## config.mk

```make
export PLATFORM = sky130hd
export DESIGN_NAME = tile_field_renderer_flat
export DESIGN_NICKNAME = d
export VERILOG_FILES = /design/src/rtl/tile_field_renderer_if.sv /design/src/rtl/tile_field_renderer.sv /design/src/flat_wrapper.sv
export SDC_FILE = /design/constraint.sdc
export NUM_CORES = 1
export LEC_CHECK = 0
export ABC_AREA = 1
export BUFFER_PORTS_ARGS = -buffer_cell sky130_fd_sc_hd__buf_2
export CORE_ASPECT_RATIO = 0.6
export CORE_MARGIN = 1
export CORE_UTILIZATION = 40
export DETAILED_ROUTE_END_ITERATION = 6
export GPL_TIMING_DRIVEN = 0
export PLACE_DENSITY = 0.65
export SLEW_MARGIN = 20
export SYNTH_ARGS = -nofsm -noshare
export SYNTH_HDL_FRONTEND = slang
export SYNTH_SLANG_ARGS = --single-unit
```

## constraint.sdc

```tcl
create_clock -name clk -period 4.53 [get_ports clk]
set_input_delay 0.2265 -clock clk [delete_from_list [all_inputs] [get_ports clk]]
set_output_delay 0.2265 -clock clk [all_outputs]
set_load 0.01 [all_outputs]
```

## src/rtl/tile_field_renderer_if.sv

```systemverilog
// Memory-side bus of the tile field renderer: cell-state memory read port and tile ROM read port.
interface tile_field_renderer_if #(
    parameter int CELL_AW = 9,
    parameter int TILE_AW = 14
);
    logic [CELL_AW-1:0] cell_addr;
    logic [3:0]         cell_code;
    logic [TILE_AW-1:0] tile_addr;
    logic [11:0]        tile_pixel;

    modport master (output cell_addr, output tile_addr, input cell_code, input tile_pixel);
    modport slave  (input cell_addr, input tile_addr, output cell_code, output tile_pixel);
endinterface

```

## src/rtl/tile_field_renderer.sv

```systemverilog
// Three-stage pixel pipeline mapping a raster coordinate onto a tiled game field, with cursor
// overlay, invalid-code highlighting and frame-rate action/blink timing.
module tile_field_renderer #(
    parameter int          H_ACTIVE        = 800,
    parameter int          V_ACTIVE        = 600,
    parameter int          TILE_LOG2       = 5,
    parameter int          FIELD_W         = 25,
    parameter int          FIELD_H         = 16,
    parameter int          FIELD_X0        = 0,
    parameter int          FIELD_Y0        = 44,
    parameter int          TILE_KINDS      = 13,
    parameter int          FRAMES_PER_TICK = 3,
    parameter int          BLINK_FRAMES    = 16,
    parameter logic [11:0] CURSOR_RGB      = 12'hFF0,
    parameter logic [11:0] ERROR_RGB       = 12'hF0F
) (
    input  logic                       clk,
    input  logic                       rst,
    input  logic [10:0]                h_coord,
    input  logic [9:0]                 v_coord,
    tile_field_renderer_if.master      mem,
    input  logic [$clog2(FIELD_W)-1:0] cursor_x,
    input  logic [$clog2(FIELD_H)-1:0] cursor_y,
    input  logic                       cursor_en,
    input  logic [11:0]                bg_rgb,
    output logic [3:0]                 red,
    output logic [3:0]                 green,
    output logic [3:0]                 blue,
    output logic                       end_of_frame,
    output logic                       action_tick
);
    localparam int TILE     = 1 << TILE_LOG2;
    localparam int CELL_AW  = $clog2(FIELD_W * FIELD_H);
    localparam int CX_W     = $clog2(FIELD_W);
    localparam int CY_W     = $clog2(FIELD_H);
    localparam int FC_W     = (FRAMES_PER_TICK > 1) ? $clog2(FRAMES_PER_TICK) : 1;
    localparam int BC_W     = (BLINK_FRAMES > 1) ? $clog2(BLINK_FRAMES) : 1;
    localparam int FIELD_X1 = FIELD_X0 + FIELD_W * TILE;
    localparam int FIELD_Y1 = FIELD_Y0 + FIELD_H * TILE;
    localparam logic [TILE_LOG2-1:0] EDGE_LO = TILE_LOG2'(1);
    localparam logic [TILE_LOG2-1:0] EDGE_HI = TILE_LOG2'(TILE - 2);

    logic [31:0]          h_ext_s, v_ext_s, h_off_s, v_off_s, col_s, row_s, addr_s;
    logic                 active_s, in_field_s, last_pix_s;
    logic                 unused_addr_s;

    logic                 active1_r, in_field1_r;
    logic [CELL_AW-1:0]   cell_addr_r;
    logic [TILE_LOG2-1:0] px1_r, py1_r;
    logic [CX_W-1:0]      col1_r;
    logic [CY_W-1:0]      row1_r;

    logic                 border_s, bad_s;
    logic                 active2_r, in_field2_r, cur2_r, bad2_r;
    logic [3+2*TILE_LOG2:0] tile_addr_r;

    logic [11:0]          color_s, rgb_r;
    logic                 end_of_frame_r, action_tick_r, blink_on_r;
    logic                 frame_wrap_s, blink_wrap_s;
    logic [FC_W-1:0]      frame_cnt_r;
    logic [BC_W-1:0]      blink_cnt_r;

    // Coordinate decode; the range test is done before subtraction so pixels left of or above
    // the origin never wrap into the field.
    always_comb begin
        h_ext_s    = {21'd0, h_coord};
        v_ext_s    = {22'd0, v_coord};
        h_off_s    = h_ext_s - 32'(FIELD_X0);
        v_off_s    = v_ext_s - 32'(FIELD_Y0);
        active_s   = (h_ext_s < 32'(H_ACTIVE)) && (v_ext_s < 32'(V_ACTIVE));
        in_field_s = active_s
                     && (h_ext_s >= 32'(FIELD_X0)) && (h_ext_s < 32'(FIELD_X1))
                     && (v_ext_s >= 32'(FIELD_Y0)) && (v_ext_s < 32'(FIELD_Y1));
        col_s      = h_off_s >> TILE_LOG2;
        row_s      = v_off_s >> TILE_LOG2;
        if (in_field_s) begin
            addr_s = row_s * 32'(FIELD_W) + col_s;
        end else begin
            addr_s = 32'd0;
        end
        last_pix_s = (h_ext_s == 32'(H_ACTIVE - 1)) && (v_ext_s == 32'(V_ACTIVE - 1));
    end

    assign unused_addr_s = ^addr_s[31:CELL_AW];

    // Stage 0: register the decoded coordinate and issue the cell memory read.
    always_ff @(posedge clk) begin
        if (rst) begin
            active1_r   <= 1'b0;
            in_field1_r <= 1'b0;
            cell_addr_r <= {CELL_AW{1'b0}};
            px1_r       <= {TILE_LOG2{1'b0}};
            py1_r       <= {TILE_LOG2{1'b0}};
            col1_r      <= {CX_W{1'b0}};
            row1_r      <= {CY_W{1'b0}};
        end else begin
            active1_r   <= active_s;
            in_field1_r <= in_field_s;
            cell_addr_r <= addr_s[CELL_AW-1:0];
            px1_r       <= h_off_s[TILE_LOG2-1:0];
            py1_r       <= v_off_s[TILE_LOG2-1:0];
            col1_r      <= col_s[CX_W-1:0];
            row1_r      <= row_s[CY_W-1:0];
        end
    end

    // The cursor frame is two pixels thick on every side of the tile.
    always_comb begin
        border_s = (px1_r <= EDGE_LO) || (px1_r >= EDGE_HI)
                   || (py1_r <= EDGE_LO) || (py1_r >= EDGE_HI);
        bad_s    = ({1'b0, mem.cell_code} >= 5'(TILE_KINDS));
    end

    // Stage 1: cell code is back; form the tile ROM address and the overlay flags.
    always_ff @(posedge clk) begin
        if (rst) begin
            tile_addr_r <= {(4 + 2 * TILE_LOG2){1'b0}};
            active2_r   <= 1'b0;
            in_field2_r <= 1'b0;
            bad2_r      <= 1'b0;
            cur2_r      <= 1'b0;
        end else begin
            tile_addr_r <= {mem.cell_code, py1_r, px1_r};
            active2_r   <= active1_r;
            in_field2_r <= in_field1_r;
            bad2_r      <= bad_s;
            cur2_r      <= cursor_en && blink_on_r && (col1_r == cursor_x)
                           && (row1_r == cursor_y) && border_s;
        end
    end

    // Colour priority: blanking, background, cursor, invalid code, tile bitmap.
    always_comb begin
        if (!active2_r) begin
            color_s = 12'h000;
        end else if (!in_field2_r) begin
            color_s = bg_rgb;
        end else if (cur2_r) begin
            color_s = CURSOR_RGB;
        end else if (bad2_r) begin
            color_s = ERROR_RGB;
        end else begin
            color_s = mem.tile_pixel;
        end
    end

    // Stage 2: output colour register.
    always_ff @(posedge clk) begin
        if (rst) begin
            rgb_r <= 12'h000;
        end else begin
            rgb_r <= color_s;
        end
    end

    always_comb begin
        frame_wrap_s = (frame_cnt_r == FC_W'(FRAMES_PER_TICK - 1));
        blink_wrap_s = (blink_cnt_r == BC_W'(BLINK_FRAMES - 1));
    end

    // Frame strobes and blink phase; everything advances on the last active pixel, so blink
    // state only changes between frames.
    always_ff @(posedge clk) begin
        if (rst) begin
            end_of_frame_r <= 1'b0;
            action_tick_r  <= 1'b0;
            frame_cnt_r    <= {FC_W{1'b0}};
            blink_cnt_r    <= {BC_W{1'b0}};
            blink_on_r     <= 1'b1;
        end else begin
            end_of_frame_r <= last_pix_s;
            action_tick_r  <= last_pix_s && frame_wrap_s;
            if (last_pix_s) begin
                if (frame_wrap_s) begin
                    frame_cnt_r <= {FC_W{1'b0}};
                end else begin
                    frame_cnt_r <= frame_cnt_r + FC_W'(1);
                end
                if (blink_wrap_s) begin
                    blink_cnt_r <= {BC_W{1'b0}};
                    blink_on_r  <= !blink_on_r;
                end else begin
                    blink_cnt_r <= blink_cnt_r + BC_W'(1);
                end
            end
        end
    end

    assign mem.cell_addr = cell_addr_r;
    assign mem.tile_addr = tile_addr_r;
    assign red           = rgb_r[3:0];
    assign green         = rgb_r[7:4];
    assign blue          = rgb_r[11:8];
    assign end_of_frame  = end_of_frame_r;
    assign action_tick   = action_tick_r;

endmodule

```

## src/flat_wrapper.sv

```systemverilog
// flat-port wrapper written by rule: the top's interface ports become plain ports
module tile_field_renderer_flat 
#(
    parameter int          H_ACTIVE        = 800,
    parameter int          V_ACTIVE        = 600,
    parameter int          TILE_LOG2       = 5,
    parameter int          FIELD_W         = 25,
    parameter int          FIELD_H         = 16,
    parameter int          FIELD_X0        = 0,
    parameter int          FIELD_Y0        = 44,
    parameter int          TILE_KINDS      = 13,
    parameter int          FRAMES_PER_TICK = 3,
    parameter int          BLINK_FRAMES    = 16,
    parameter logic [11:0] CURSOR_RGB      = 12'hFF0,
    parameter logic [11:0] ERROR_RGB       = 12'hF0F
)
  (clk, rst, h_coord, v_coord, cursor_x, cursor_y, cursor_en, bg_rgb, red, green, blue, end_of_frame, action_tick, mem_cell_addr, mem_tile_addr, mem_cell_code, mem_tile_pixel);
  tile_field_renderer_if #(.CELL_AW(9), .TILE_AW(14)) mem_i ();
  input  logic clk;
  input  logic rst;
  input  logic [10:0] h_coord;
  input  logic [9:0] v_coord;
  input  logic [$clog2(FIELD_W)-1:0] cursor_x;
  input  logic [$clog2(FIELD_H)-1:0] cursor_y;
  input  logic cursor_en;
  input  logic [11:0] bg_rgb;
  output logic [3:0] red;
  output logic [3:0] green;
  output logic [3:0] blue;
  output logic end_of_frame;
  output logic action_tick;
  output wire logic [$bits(mem_i.cell_addr)-1:0] mem_cell_addr;
  output wire logic [$bits(mem_i.tile_addr)-1:0] mem_tile_addr;
  input wire logic [$bits(mem_i.cell_code)-1:0] mem_cell_code;
  input wire logic [$bits(mem_i.tile_pixel)-1:0] mem_tile_pixel;
  assign mem_cell_addr = mem_i.cell_addr;
  assign mem_tile_addr = mem_i.tile_addr;
  assign mem_i.cell_code = mem_cell_code;
  assign mem_i.tile_pixel = mem_tile_pixel;
  tile_field_renderer #(.H_ACTIVE(H_ACTIVE), .V_ACTIVE(V_ACTIVE), .TILE_LOG2(TILE_LOG2), .FIELD_W(FIELD_W), .FIELD_H(FIELD_H), .FIELD_X0(FIELD_X0), .FIELD_Y0(FIELD_Y0), .TILE_KINDS(TILE_KINDS), .FRAMES_PER_TICK(FRAMES_PER_TICK), .BLINK_FRAMES(BLINK_FRAMES), .CURSOR_RGB(CURSOR_RGB), .ERROR_RGB(ERROR_RGB)) u_core (.clk(clk), .rst(rst), .h_coord(h_coord), .v_coord(v_coord), .mem(mem_i), .cursor_x(cursor_x), .cursor_y(cursor_y), .cursor_en(cursor_en), .bg_rgb(bg_rgb), .red(red), .green(green), .blue(blue), .end_of_frame(end_of_frame), .action_tick(action_tick));
endmodule
```

Word-level counts from Yosys, hierarchy flattened. Index checks and enable logic that the tools add are counted.

Register bits after elaboration: 69. Input port bits: 61. Output and inout port bits: 37. Logic and storage cells: 62.

Add/sub/neg operators: 4. $mul: 1. Magnitude comparators: 9. Equal/unequal tests: 6. Muxes and demuxes: 5. Bitwise operators: 2. Reductions and logical operators: 17.

Operators by type and width (number): 12-bit 2-to-1 mux (3); 27-bit by 5-bit multiplier with 9-bit output (second input constant) (1); 10-bit < comparator (second input constant) (2); 11-bit by 10-bit equality test with 1-bit output (second input constant) (1); 11-bit by 10-bit < comparator with 1-bit output (second input constant) (1); 10-bit by 6-bit subtractor with 11-bit output (second input constant) (1); 10-bit equality test (second input constant) (1); 10-bit by 6-bit greater-or-equal comparator with 1-bit output (second input constant) (1); 5-bit greater-or-equal comparator (second input constant) (2); 5-bit by 1-bit <= comparator with 1-bit output (second input constant) (2); 1-bit logical AND (10); 9-bit by 6-bit adder with 9-bit output (1); 5-bit equality test (1); 4-bit by 1-bit adder with 4-bit output (second input constant) (1); 4-bit equality test (1); 4-bit equality test (second input constant) (1); 4-bit greater-or-equal comparator (second input constant) (1); 4-bit 2-to-1 mux (1); 2-bit OR reduction (2); 1-bit logical OR (3); 2-bit by 1-bit adder with 2-bit output (second input constant) (1); 2-bit equality test (second input constant) (1); 2-bit 2-to-1 mux (1); 1-bit NOT (2); other kinds (2) (2).

Logic depth before layout (Yosys ltp). Gate-level depths: netlist of the first run.

Word-level depth: 7. Gate-level depth with buffers: 20. Gate-level depth less buffers: 20.

Worst setup path before layout of the first run. OpenSTA, ideal clock, no wires.

Kind: in2reg. Start: in v_coord[2]. End: reg u_core.cell_addr_r[6], in the netlist u_core.mem.cell_addr[6]. Library setup time: 0.067 ns. Arrival time: 3.340 ns. Required time: 4.463 ns. Slack: 1.123 ns. Stages on the path: 14. Path buffers: 0. Cells stage by stage: ha_1 > o21ai_2 > nand2_2 > nor2_1 > ha_1 > inv_1 > fa_1 > fa_1 > inv_1 > ha_1 > nand2_1 > o21a_1 > or2_2 > a21oi_2.

Word-level cells in the longest chain between the ends: 7. Elaborated cells between the ends (all ways): 12. Classes of those cells: add/sub: 2; mul: 1; order compare: 3; bitwise: 1; reduce/logical: 5.

Ends and longest elaborated chain: from (decl) (line flat_wrapper.sv:22) `input logic [9:0] v_coord;`; parallel branches: the longest is 7 deep, another holds 27-bit by 5-bit multiplier with 9-bit output; to (signal assigned) (line tile_field_renderer.sv:91) `cell_addr_r <= {CELL_AW{1'b0}};`; to (signal assigned) (line tile_field_renderer.sv:99) `cell_addr_r <= addr_s[CELL_AW-1:0];`; to (decl) (line tile_field_renderer.sv:48) `logic [CELL_AW-1:0] cell_addr_r;`.

Parallel ways; which one is timed is not known. A chain may end at the register's enable or synchronous reset.

Worst setup path after layout of the first run. Ends and elaborated chain as after synthesis.

==> qor.txt, run 1 <==
status: finished clean
Worst Tran Pin Value: 0.5354 ns
CP Launch Type: input port
Post-CTS Setup Bufs: 0
leading area contributor after synthesis: dfxtp_1
Filler Cell Count: 783
Worst Setup SP: v_coord[2]
number of synthesized flops with an enable pin: 0
diode count: 0
# IOs: 98
initial core utilization: 0.4213
DR pass1 iterations: 4
# Max-Cap Violations: 0
Post-route DRC: 0
Tmin final: 3.454 ns
Hold-fix buffers, CTS: 0
Final Non-Filler Cells: 656
Nets: 635
async set-or-reset flop fraction in the synthesized netlist: 0
first-pass GRT wire length: 12980 microns
share of post-route cells with drive strength above 1: 0.2573
total power: 1720 uW
die height: 73.28 microns
Net Sw Frac: 0.2953
Combinational Power Share: 0.215
Reg2Reg Depth: 5
Worst IR Drop VDD: 242.8 uV
Port Buffers: 97
reg2reg start: u_core.in_field2_r$_SDFF_PP0_
DR vias/cell: 4.613
YS warnings: 0
mapped cell area: 3387 sq um
top post-synthesis cells by count: inv_1 (75), dfxtp_1 (69), nand2_1 (67), nor2_1 (62)
largest net degree at the start of global routing: 15
initial antenna violation count: 0
ys flop type: dfxtp_1
Syn-to-layout area delta: 27.37%
DIE WIDTH: 120.8 microns
Crit Path Max Fanout: 4
Max Buffers Root-to-Sink: 2
Std-Cell Rows: 25
Buffers & Inverters on Critical Path: 3
Switch Pwr: 508.0 uW
power share of the sequential group: 0.371
Seq cells post-synth: 69
Starting DRT DRC Count: 187
dpl hpwl: 6752 microns
WHS Path Cells: 3
Yosys top cell area share: 0.4078
Final TNS setup: 0 ns
CTS tree: done
vias: 3026
Hold Crit Start: mem_cell_code[1]
Syn Nets: 527
grt total ovfl: 0
Final Max Slew Viols: 0
# H-tree levels: 3
final hold vios: 0
clk_skew: 0.005087 ns
CP arrival: 3.73 ns
r2r setup slk: 3.13 ns
sequential share of the synthesized area: 0.4078
Area contributors post-synth: dfxtp_1 (41%), ha_1 (8.9%), inv_1 (8.3%), nand2_1 (7.4%), nor2_1 (6.9%)
Inst Count DP: 640
worst-skew pair later-pin latency: 0.34 ns
routed len/inst: 12.64 microns
Mapped Cells: 435
CORE AREA: 8039 sq um
PwrDens: 398.7 nW/um^2
Internal: 1212 uW
Cell variety after synth: 35
hold worst-path end: u_core.mem.tile_addr[11]$_SDFF_PP0_
Setup crit end kind: flip-flop
CP max-delay cell: fa_1
post-CTS sizing: 0
Final setup viols: 0
critical path type: in2reg
full die area: 8852 sq um
crit path cell chain: buf_2 -> ha_1 -> o21ai_2 -> nand2_2 -> nor2_1 -> ha_1 -> inv_1 -> fa_1 -> fa_1 -> inv_1 -> ha_1 -> nand2_1 -> o21a_1 -> or2_2 -> a21oi_2
Worst path most repeated cell: ha_1
leakage power: 0.002254 uW
clk root buf: clkbuf_16
placer's final routability congestion estimate: 0.8298
fin util: 0.5367
Slew Limit Headroom: 0.6430
Clock power frac: 0.414
antenna violation net count after detailed routing: 0
Fmax achieved: 289.5 MHz
final period utilization: 0.7625
CTS Buf Count: 9
DRT Wirelength: 8294 microns
clock sink count: 69
HP Class: in2reg
GRT Util Overall: 0.1990
vias in the first global route: 2642
most numerous cell in the Yosys netlist: inv_1
Syn Area/Cell: 7.786 sq um
RSZ-0062 raised after global routing: no
critical path's top delay family: adder cells
Clock Pin Slew Worst Setup and Hold Paths: 0.06 ns
Critical Path RT: 4.81 ns
Worst path max stage delay: 0.55 ns
R2R Path End: u_core.rgb_r[3]$_SDFF_PP0_
routing by layer:
| layer | part of all wire | wire length (microns) | up-vias | global-route usage |
|---|---|---|---|---|
| met4 | 0.0074 | 61 | 0 | 0.05487 |
| met2 | 0.43 | 3574 | 79 | 0.2880 |
| li1 | - | - | 1593 | - |
| met5 | 0 | 0 | - | 0 |
| met1 | 0.50 | 4163 | 1348 | 0.2786 |
| met3 | 0.060 | 495 | 6 | 0.07220 |
area by class of cell:
class	count	area, sq um	area share
Multi-Input combinational cell	282	1689	0.3915
Buffer	6	23.77	0.005510
Inverter	78	292.8	0.06787
Sequential cell	69	1381	0.3202
Timing Repair Buffer	97	485.5	0.1125
Tap cell	108	135.1	0.03132
Clock buffer	9	225.2	0.05220
Clock inverter	7	81.33	0.01885
worst min-delay path, stage by stage:
cell    delay (ns)
buf_2         0.08
inv_1         0.04
nor2_1        0.07
worst max path at each step:
stage / end / depth (start not counted)
after CTS: u_core.mem.cell_addr[6]$_SDFF_PP0_ / 15
after global placement: u_core.mem.cell_addr[6]$_SDFF_PP0_ / 15
after detailed placement: u_core.mem.cell_addr[6]$_SDFF_PP0_ / 15
final: u_core.mem.cell_addr[6]$_SDFF_PP0_ / 15
after floorplan: u_core.mem.cell_addr[6]$_SDFF_PP0_ / 14
after global routing: u_core.mem.cell_addr[8]$_SDFF_PP0_ / 18
power by group through the flow:
stage	combinational (uW)	sequential, uW	clock [uW]
after global placement	350	651	0
final	370	639	712
after floorplan	250	658	0
after CTS	370	639	730
after detailed placement	368	652	0
after global routing	422	640	760
metrics by stage:
stage	hold slack, ns	setup slack (ns)	instance area, sq um
6_report	0.1172	1.076	4314
3_5_place_dp	0.4007	0.7213	4008
3_3_place_gp	0.3984	0.7648	4008
2_1_floorplan	0.2989	1.123	3387
4_1_cts	0.1044	1.075	4314
5_1_grt	0.1186	0.8398	4314
state kept, by name, indices dropped and copies added, names as in the netlist, 2 cells and up:
register	count
u_core.mem.tile_addr	14
u_core.row1_r	4
u_core.rgb_r	12
u_core.blink_cnt_r	4
u_core.mem.cell_addr	9
u_core.col1_r	5
u_core.py1_r	5
u_core.frame_cnt_r	2
u_core.px1_r	5
layout by cell type, fill, tap and decap left out, drive strengths merged, types with 2 or more instances in the layout:
cell type / instances
nand3: 20
nand2: 71
fa: 7
xor2: 10
xnor2: 4
nor2: 73
buf: 100
or2: 4
o21ai: 16
clkinv: 2
ha: 24
a21oi: 25
inv: 81
nor3: 5
nand4: 15
dfxtp: 69
clkbuf: 12
cell families after synthesis:
logic type | share of synthesized area
simple gates | 0.2590
flops | 0.4078
buf+inv | 0.09346
compound gates | 0.07352
xor+xnor | 0.03620
fa+ha+maj | 0.1300
No activity file was read; power rests on OpenSTA's default activity.
==> run 2, diff against run 1 <==
--- a/config.mk
+++ b/config.mk
@@ -12,7 +12,7 @@
 export CORE_UTILIZATION = 40
 export DETAILED_ROUTE_END_ITERATION = 6
 export GPL_TIMING_DRIVEN = 0
-export PLACE_DENSITY = 0.65
+export PLACE_DENSITY = 0.68
 export SLEW_MARGIN = 20
 export SYNTH_ARGS = -nofsm -noshare
 export SYNTH_HDL_FRONTEND = slang
==> constraint.sdc (replaced) <==
create_clock -name clk -period 2.86 [get_ports clk]
set_input_delay 0.143 -clock clk [delete_from_list [all_inputs] [get_ports clk]]
set_output_delay 0.143 -clock clk [all_outputs]
set_load 0.01 [all_outputs]
==> run 2 against run 1 <==
Net effect: the flow now finishes with violations (negative setup slack); combinational power up 120%; critical endpoint unchanged; sequential cell count unchanged; critical path depth unchanged.
==> qor.txt, run 2 (synthesis gave the netlist of run 1 again) <==
antenna violation net count after detailed routing: 0 (unchanged)
fin util: 0.6022 (+0.06553)
CP arrival: 3.14 ns (-0.59 ns)
most common cell after layout, fill and taps aside: buf_2
# H-tree levels: 3 (unchanged)
Slew Limit Headroom: 0.6166 (-0.02644)
Filler Cell Count: 664 (-15%)
Critical Path RT: 3.14 ns (-1.67 ns)
critical path type: in2reg
DR vias/cell: 4.816 (+4.4%)
largest net degree at the start of global routing: 14 (-1)
share of post-route cells with drive strength above 1: 0.3385 (+0.08124)
Combinational Power Share: 0.265 (+0.050)
HP Class: in2reg
diode count: 0 (unchanged)
Starting DRT DRC Count: 267 (+43%)
status: complete, but fails checks
DRT Wirelength: 9673 microns (+17%)
CORE AREA: 8039 sq um (unchanged)
DIE WIDTH: 120.8 microns (unchanged)
GRT Util Overall: 0.2133 (+0.01430)
initial antenna violation count: 0 (unchanged)
clock sink count: 69 (unchanged)
initial core utilization: 0.4213 (unchanged)
vias: 3294 (+8.9%)
final hold vios: 0 (unchanged)
worst-skew pair later-pin latency: 0.34 ns (about the same)
Worst path most repeated cell: ha_4
die height: 73.28 microns (unchanged)
DR pass1 iterations: 5 (+1)
PwrDens: 631.5 nW/um^2 (+58%)
crit path cell chain: buf_8 -> ha_4 -> o21ai_4 -> buf_6 -> xor2_4 -> ha_4 -> inv_4 -> fa_1 -> fa_1 -> inv_2 -> ha_4 -> nand2_2 -> o21a_1 -> or2_4 -> a21oi_2
Internal: 2164 uW (+79%)
final period utilization: 1.001
Clock power frac: 0.404 (-0.010)
CTS Buf Count: 9 (unchanged)
first-pass GRT wire length: 13930 microns (+7.3%)
Nets: 663 (+4.4%)
violated checks: negative setup slack
Worst IR Drop VDD: 315.9 uV (+30%)
RSZ-0062 raised after global routing: yes
leakage power: 0.002441 uW (+8.3%)
Final Max Slew Viols: 0 (unchanged)
dpl hpwl: 6667 microns (-1.3%)
# Max-Cap Violations: 0 (unchanged)
Syn-to-layout area delta: 42.93%
CP max-delay cell: fa_1
Fmax achieved: 349.4 MHz
Net Sw Frac: 0.2921 (-0.003229)
clk root buf: clkbuf_16
Setup WS pre-CTS: -0.4136 ns (-1.135 ns)
Worst path max stage delay: 0.54 ns (about the same)
Port Buffers: 97 (unchanged)
commonest cells after routing, fill and taps aside: buf_2 (96), inv_1 (70), dfxtp_1 (69)
clk_skew: 0.004573 ns (-0.0005141 ns)
final setup margin: -0.002299 ns (-1.078 ns)
Switch Pwr: 892.9 uW (+76%)
total power: 3057 uW (+78%)
Max Buffers Root-to-Sink: 2 (unchanged)
grt total ovfl: 0 (unchanged)
vias in the first global route: 2937 (+11%)
Clock Pin Slew Worst Setup and Hold Paths: 0.06 ns (about the same)
Crit Path Max Fanout: 4 (unchanged)
full die area: 8852 sq um (unchanged)
Final setup viols: 1 (+1)
CP Launch Type: input port
Post-route DRC: 0 (unchanged)
placer's final routability congestion estimate: 0.8680 (+4.6%)
Setup crit end kind: flip-flop
# IOs: 98 (unchanged)
max reg flops: 14 (unchanged)
Std-Cell Rows: 25 (unchanged)
routed len/inst: 14.14 microns (+12%)
CTS tree: done
power share of the sequential group: 0.331 (-0.040)
Tmin final: 2.862 ns
Worst Tran Pin Value: 0.5751 ns (+0.03966 ns)
run 2: cell count changes in the layout (fill, tap and decap cells not counted), sizes merged:
cell,delta
clkinv,-1
clkbuf,+1
dlygate4sd3,+1
inv,-1
bufinv,+1
buf,+27
run 2: repair_timing:
item / 4_1_cts / 5_1_grt
endpoints found under the hold margin: 0 / 1
pin swaps: 11 / 18
gates resized for setup: 4 / 37
setup buffers: 22 / 5
hold buffers: 0 / 1
setup endpoints to repair: 2 / 5
run 2: per-stage QoR:
step	hold slack (ns)	area, sq um	std cells	setup TNS, ns
floorplan	0.2154	3475	435	-0.04458
global placement	0.3628	4095	640	-1.285
detailed placement	0.3775	4095	640	-1.370
CTS	0.01880	4618	678	0
global route	0.03397	4841	684	-0.4065
finish	0.02686	4841	684	-0.002299
run 2: critical path: cells and delay by family:
| kind | cells | cell delay, ns |
|---|---|---|
| AO/OA/AOI/OAI | 3 | 0.53 |
| XOR/XNOR | 1 | 0.20 |
| adder cells (fa/ha/maj) | 5 | 1.63 |
| buffers and inverters | 4 | 0.34 |
| AND/OR/NAND/NOR | 2 | 0.29 |
run 2: worst paths after layout:
check	start	to	slack, ns	depth (start not counted)
max reg2reg	u_core.in_field2_r$_SDFF_PP0_	u_core.rgb_r[3]$_SDFF_PP0_	1.51	5
min reg2reg	u_core.px1_r[0]$_SDFF_PP0_	u_core.mem.tile_addr[0]$_SDFF_PP0_	0.41	2
min	mem_cell_code[0]	u_core.mem.tile_addr[10]$_SDFF_PP0_	0.03	3
max	v_coord[2]	u_core.mem.cell_addr[6]$_SDFF_PP0_	-0.002	15
run 2: power groups by stage:
stage,Combinational (uW),Sequential [uW],Clock (uW)
global route,893,1010,1300
global placement,619,1030,0
floorplan,453,1040,0
detailed placement,639,1030,0
CTS,690,1010,1250
finish,810,1010,1240
run 2: per-layer routing:
| metal | wire length, microns | vias to the layer above | GRT usage |
|---|---|---|---|
| met1 | 4329 | 1503 | 0.2741 |
| met2 | 4369 | 125 | 0.3250 |
| met4 | 282 | 0 | 0.09602 |
| li1 | - | 1638 | - |
| met5 | 0 | - | 0 |
| met3 | 691 | 28 | 0.07531 |
run 2: area by class of cell:
type                            count  area [sq um]  share of cell area
Multi-Input combinational cell    282          1928              0.3983
Clock inverter                      6         93.84             0.01938
Buffer                              6         23.77            0.004911
Clock buffer                       10         239.0             0.04937
Timing Repair Buffer              125         737.0              0.1522
Inverter                           78         302.8             0.06255
Tap cell                          108         135.1             0.02791
Sequential cell                    69          1381              0.2853
